## src/rtl/mdu_hilo.sv

```systemverilog
// Multi-cycle multiply/divide unit with architectural HI/LO registers.
// Optional MDU_DIV_EARLY_TERM_EN: skip iteration when |a| < |b|.
module mdu_hilo #(
  parameter int MUL_LAT = 2
) (
  input  logic        clk,
  input  logic        resetn,
  input  logic        valid_i,
  input  logic [2:0]  op_i,
  input  logic [31:0] a_i,
  input  logic [31:0] b_i,
  input  logic        flush_i,
  output logic        busy_o,
  output logic        done_o,
  output logic [31:0] hi_o,
  output logic [31:0] lo_o
);

  typedef enum logic [1:0] {
    IDLE,
    MUL,
    DIV,
    FIX
  } state_t;

  state_t      state;
  logic [4:0]  cnt;
  logic [63:0] prod;
  logic [31:0] quo;
  logic [31:0] rem;
  logic [31:0] dvs;
  logic        neg_q;
  logic        neg_r;

  logic        accept;
  logic        a_neg;
  logic        b_neg;
  logic [31:0] a_mag;
  logic [31:0] b_mag;
  logic        mul_sgn;
  logic [63:0] ext_a;
  logic [63:0] ext_b;
  logic [63:0] mul_res;
  logic [32:0] sh;
  logic        ge;
  logic [31:0] sub;
  logic        early;

  assign accept  = valid_i & ~flush_i & (state == IDLE);
  assign a_neg   = (op_i == 3'd2) & a_i[31];
  assign b_neg   = (op_i == 3'd2) & b_i[31];
  assign a_mag   = a_neg ? -a_i : a_i;
  assign b_mag   = b_neg ? -b_i : b_i;

  // Sign-extend for MULT so the low 64 bits of the product are exact.
  assign mul_sgn = (op_i == 3'd0);
  assign ext_a   = {{32{mul_sgn & a_i[31]}}, a_i};
  assign ext_b   = {{32{mul_sgn & b_i[31]}}, b_i};
  assign mul_res = ext_a * ext_b;

  assign sh  = {rem, quo[31]};
  assign ge  = sh >= {1'b0, dvs};
  assign sub = sh[31:0] - dvs;

`ifdef MDU_DIV_EARLY_TERM_EN
  assign early = (b_i != 32'd0) & (a_mag < b_mag);
`else
  assign early = 1'b0;
`endif

  assign busy_o = (state != IDLE);

  always_ff @(posedge clk or negedge resetn) begin
    if (!resetn) begin
      state  <= IDLE;
      cnt    <= '0;
      prod   <= '0;
      quo    <= '0;
      rem    <= '0;
      dvs    <= '0;
      neg_q  <= 1'b0;
      neg_r  <= 1'b0;
      done_o <= 1'b0;
      hi_o   <= '0;
      lo_o   <= '0;
    end else begin
      done_o <= 1'b0;
      unique case (state)
        IDLE: begin
          if (accept) begin
            unique case (op_i)
              3'd0, 3'd1: begin
                prod  <= mul_res;
                cnt   <= 5'(MUL_LAT - 1);
                state <= MUL;
              end
              3'd2, 3'd3: begin
                dvs <= b_mag;
                if (b_i == 32'd0) begin
                  quo   <= 32'hFFFF_FFFF;
                  rem   <= a_i;
                  neg_q <= 1'b0;
                  neg_r <= 1'b0;
                  state <= FIX;
                end else if (early) begin
                  quo   <= '0;
                  rem   <= a_i;
                  neg_q <= 1'b0;
                  neg_r <= 1'b0;
                  state <= FIX;
                end else begin
                  quo   <= a_mag;
                  rem   <= '0;
                  neg_q <= a_neg ^ b_neg;
                  neg_r <= a_neg;
                  cnt   <= 5'd31;
                  state <= DIV;
                end
              end
              3'd4: hi_o <= a_i;
              3'd5: lo_o <= a_i;
              default: ;
            endcase
          end
        end
        MUL: begin
          if (flush_i) begin
            state <= IDLE;
          end else if (cnt == 5'd0) begin
            {hi_o, lo_o} <= prod;
            done_o       <= 1'b1;
            state        <= IDLE;
          end else begin
            cnt <= cnt - 5'd1;
          end
        end
        DIV: begin
          if (flush_i) begin
            state <= IDLE;
          end else begin
            rem <= ge ? sub : sh[31:0];
            quo <= {quo[30:0], ge};
            if (cnt == 5'd0) begin
              state <= FIX;
            end else begin
              cnt <= cnt - 5'd1;
            end
          end
        end
        FIX: begin
          if (flush_i) begin
            state <= IDLE;
          end else begin
            lo_o   <= neg_q ? -quo : quo;
            hi_o   <= neg_r ? -rem : rem;
            done_o <= 1'b1;
            state  <= IDLE;
          end
        end
      endcase
    end
  end

endmodule

```

## config.mk

```make
export PLATFORM = sky130hd
export DESIGN_NAME = mdu_hilo
export DESIGN_NICKNAME = d
export VERILOG_FILES = /design/src/rtl/mdu_hilo.sv
export SDC_FILE = /design/constraint.sdc
export NUM_CORES = 2
export LEC_CHECK = 0
export ABC_CLOCK_PERIOD_IN_PS = 6100
export BUFFER_PORTS_ARGS = -buffer_cell sky130_fd_sc_hd__buf_2
export CAP_MARGIN = 20
export CORE_UTILIZATION = 37
export CTS_BUF_LIST = sky130_fd_sc_hd__clkbuf_8
export CTS_CLUSTER_SIZE = 16
export DETAILED_ROUTE_END_ITERATION = 12
export PLACE_DENSITY = 0.49
export SETUP_SLACK_MARGIN = 0.02
export SLEW_MARGIN = 20
export SYNTH_ARGS = -nofsm -noshare
export SYNTH_HDL_FRONTEND = slang
export SYNTH_SLANG_ARGS = --single-unit
```

## constraint.sdc

```tcl
create_clock -name clk -period 6.1 [get_ports clk]
set_clock_uncertainty 0.05 [all_clocks]
set_input_delay 0 -clock clk [delete_from_list [all_inputs] [get_ports clk]]
set_output_delay 0 -clock clk [all_outputs]
set_load 0.005 [all_outputs]
```

# Word level (Yosys, flattened, before mapping)
# Cells that the tools add are included.
# op_classes
n_addsub,6
n_mul,1
order_cmp,1
eq_ne,22
n_mux,47
n_bitwise,8
reduce_logical,18
# op_table
cell,n
32-bit 2-to-1 mux,23
32-bit case mux with 3 select lines,2
32-bit negation,4
32-bit case mux with 2 select lines,2
33-bit by 33-bit multiplier with 64-bit output,1
33-bit by 32-bit greater-or-equal comparator with 1-bit output,1
32-bit zero test,1
32-bit subtractor,1
5-bit 2-to-1 mux,4
5-bit case mux with 2 select lines,2
6-bit AND reduction,3
2-bit inequality test (second input constant),7
2-bit 2-to-1 mux,5
3-bit inequality test (second input constant),3
2-bit case mux with 4 select lines,1
4-bit AND reduction,2
1-bit bitwise AND,6
3-bit by 2-bit == test with 1-bit output (second input constant),2
3-bit == test (second input constant),2
1-bit 2-to-1 mux,6
2-bit by 1-bit inequality test with 1-bit output (second input constant),3
3-bit AND reduction,2
2-bit nonzero test,3
2-bit OR reduction,3
other kinds (13),14
# totals
reg_bits,234
inputBits,71
output_inout_bits,66

# Logic depth before layout (Yosys ltp)
# depth
depth_word,7
mapped_depth,33
mapped_depth_nobuf,30

# Least setup slack after synthesis
# OpenSTA, ideal clock, no wires.
# synth_timing
kind,input -> register
startpoint,input port op_i[1]
endpoint,register prod[61]
setup_ns,0.136
t_arrival_ns,8.308
slack_ns,-2.394
cell_stages,31
path_buffers,3
cell_sequence,nor3_1 -> and2_1 -> clkbuf_1 -> clkbuf_1 -> nand2_1 -> inv_1 -> fa_1 -> fa_1 -> fa_1 -> inv_1 -> fa_1 -> inv_1 -> fa_1 -> fa_1 -> inv_1 -> fa_1 -> fa_1 -> inv_1 -> ha_1 -> clkbuf_1 -> a2111o_1 -> a221oi_1 -> o31ai_1 -> a21o_1 -> nor3_1 -> o21a_1 -> o21ai_1 -> a221o_1 -> a311o_1 -> a21oi_1 -> o21ai_0
# synth_via
elab_chain_len,3
elab_cells_between_ends,7
# synth_rtl
item,line,rtl
from (decl),9,"input logic [2:0] op_i,"
3-bit zero test / 3-bit by 1-bit == test with 1-bit output (equally long branches),"56, 91",
1-bit bitwise AND (tied with other cells),57,"assign ext_a = {{32{mul_sgn & a_i[31]}}, a_i};"
33-bit by 33-bit multiplier with 64-bit output / 3-bit AND reduction (equally long branches),-,
to (signal assigned),93,prod <= mul_res;
to (decl),28,logic [63:0] prod;
# Parallel ways exist; a longest one is shown, timed or not.
# A chain may end at the register's enable or synchronous reset.

# Final worst setup path
# layout_timing
startpoint,input port op_i[2]
endpoint,register prod[61]
# Same word-level chain as after synthesis.

==> reports/metrics.csv <==
metric,value,unit
max_slew_margin,27.4,%
final_net_count,7859,
cts_root_buf,clkbuf_8,
synthCells,5907,
setup_slack,-1.25,ns
critPathLaunch,op_i[2],
rsz0062_at_grt,yes,
async_reset_ff_share,100,%
max_cap_violations,0,
syn_area_per_cell,8.86,sq um
cp.arrival,7.76,ns
gr-usage-met2,42.8,%
synth.cell_area,0.0524,sq mm
violations,"hold timing, setup timing",
grt_pass1_wl,282,mm
cts_inserted_buffers,44,
use_met1,37.1,%
num_io_pins,137,
synth_cell_types,71,
drtPass1Iterations,7,
gp_congestion,0.907,
clk_pin_slew,0.06,ns
synthTopCellsByCount,"inv_1 (1167), fa_1 (1126), nand2_1 (971)",
cts-htree-levels,2,
cp_max_fo,6,
synth_most_common_cell,inv_1,
initial_core_util,37.4,%
syn_nets,7358,
fmax,136,MHz
clk_latency,0.60,ns
gr-max-usage-layer,met2,
crit_type,in -> reg,
grt-ovfl-total,0,
tns,-23.80,ns
hold_class,in -> async,
end_kind,flop,
setup_violations,34,
clockBufferDepth,3,
stdcell_count,8314,
slowest_stage,fa_2,
worst_slew_pin_slew,1.09,ns
die_area,0.143,sq mm
grt_pass1_vias,44942,
grt_util_met3,3.67,%
synth_ff_type,dfrtp_1,
die_y,378,microns
final_max_slew_viol_count,0,
max_stage_delay,0.61,ns
wl_per_cell,22.4,microns
cp_common_cell,fa_1,
core,0.140,sq mm
r2r_start,quo[12]$_DFFE_PN0P_,
ys_seq_area_share,11.2,%
viasPerCell,5.11,
place_inst,8142,
post-dp-hpwl,152,mm
cp_num_buf_inv,8,
synth_seq_cells,234,
totalWireLength,186,mm
ant_nets,0,
cts_tree,built,
grt_max_degree,94,
area_delta_synth_final,21.1,%
status,"finished, violations left",
fin_crit,7.35,ns
yosys_warnings,0,
io_buffers,136,
critical_path_required,6.51,ns
synth_top_area_cell,fa_1,
crit_family,adder cells,
worst-r2r-setup-slack,2.24,ns
vias,42497,
die_w,378,microns
crit_path_start_kind,primary input,
clkSinkCount,234,
drive_gt1_share,19.2,%
fillerInstances,13798,
whs,-0.00983,ns
drt_iter0_drc,2875,
grt_use_total,26.3,%
synth_edf_count,0,
finalHoldViolations,6,
remaining_drc_errors,0,
synth_top_area_share,43.1,%
finalCritPeriodShare,120,%
synth_area_leaders,"fa_1 (43%), dfrtp_1 (11%), inv_1 (8.4%), nand2_1 (7.0%), ha_1 (6.1%)",
antenna_found_initial,13,
rows,137,
-- routing by layer --
metal  routed length [microns]  vias to the layer above
met4                      4390                        6
met1                     82900                    22088
met3                     12000                      203
li1                          -                    18945
met5                        41                        -
met2                     86700                     1255
-- per-stage QoR --
step	setup WS [ns]	util (%)	area (sq um)
2_1_floorplan	-1.72	-	53200
3_3_place_gp	-2.16	42.6	59600
3_5_place_dp	-2.14	42.6	59600
4_1_cts	-1.21	44.3	62000
5_1_grt	-1.50	45.3	63400
6_report	-1.25	45.3	63400
-- cell type report --
cell class	count	area (sq um)	share of cell area, %
Antenna cell	5	12.5	0.0197
Clock buffer	53	729	1.15
Clock inverter	18	170	0.268
Inverter	1167	4400	6.94
Multi-Input combinational cell	4128	42300	66.7
Sequential cell	234	5860	9.24
Tap cell	1876	2350	3.70
Timing Repair Buffer	833	7590	12.0
-- sequential cells by signal (all words and copies together), names as in the netlist --
| signal | count |
|---|---|
| cnt | 5 |
| done_o | 1 |
| dvs | 32 |
| hi_o | 32 |
| lo_o | 32 |
| neg_q | 1 |
| neg_r | 1 |
| prod | 64 |
| quo | 32 |
| rem | 32 |
| state | 2 |
-- placed cells by master, fill, tap and decap left out, drive strengths merged, types with 19 or more instances in the layout --
master	instances
a22o	46
xnor2	149
dfrtp	234
o22ai	22
buf	806
o31ai	34
a21o	55
xor2	65
clkbuf	62
ha	254
a31oi	23
nand2	971
nor2b	20
fa	1126
a221oi	33
nor3	42
nor2	141
inv	1176
and3	27
nand3	22
o41ai	19
and2	373
o21ai	297
a21oi	197
nand2b	21
-- worst register-to-register path, stage by stage (launching register included) --
cell	delay, ns
dfrtp_1	0.43
or4_1	0.58
nor3_1	0.27
nand4_1	0.26
or4_1	0.55
or3_1	0.46
o21ai_0	0.25
xnor2_1	0.09
a221oi_1	0.63
o21ai_0	0.15
-- what timing repair did --
action | in CTS | in global routing
setup buffers | 45 | 34
gates resized for setup | 254 | 275
hold buffers | 17 | 0
cloned | 1 | 5
endpoints found under the hold margin | 109 | 0
pin swaps | 117 | 138
endpoints found under the setup margin | 43 | 42
-- final timing paths --
kind,endpoint,cells past startpoint
setup reg to reg,lo_o[30]$_DFFE_PN0P_,9
hold / removal,cnt[3]$_DFFE_PN0P_,2
hold reg to reg,lo_o[5]$_DFFE_PN0P_,2
setup / recovery,prod[61]$_DFFE_PN0P_,31
min in group clk,dvs[28]$_DFFE_PN0P_,4
max in group asynchronous,prod[14]$_DFFE_PN0P_,3
-- logic make-up (layout without fill, tap and decap cells) --
| family | Yosys count | in the layout | share of synthesized area (%) |
|---|---|---|---|
| compound gates | 811 | 811 | 9.59 |
| xor+xnor | 214 | 214 | 3.58 |
| fa+ha+maj | 1380 | 1380 | 49.1 |
| buf+inv | 1545 | 2071 | 11.1 |
| flops | 234 | 234 | 11.2 |
| mux | 22 | 22 | 0.456 |
| other cells | 0 | 5 | 0 |
| simple gates | 1701 | 1701 | 15.0 |
Power is left out: the tool's default activity adds up to more than one toggle a clock period on the data nets, which glitch-free logic cannot reach.
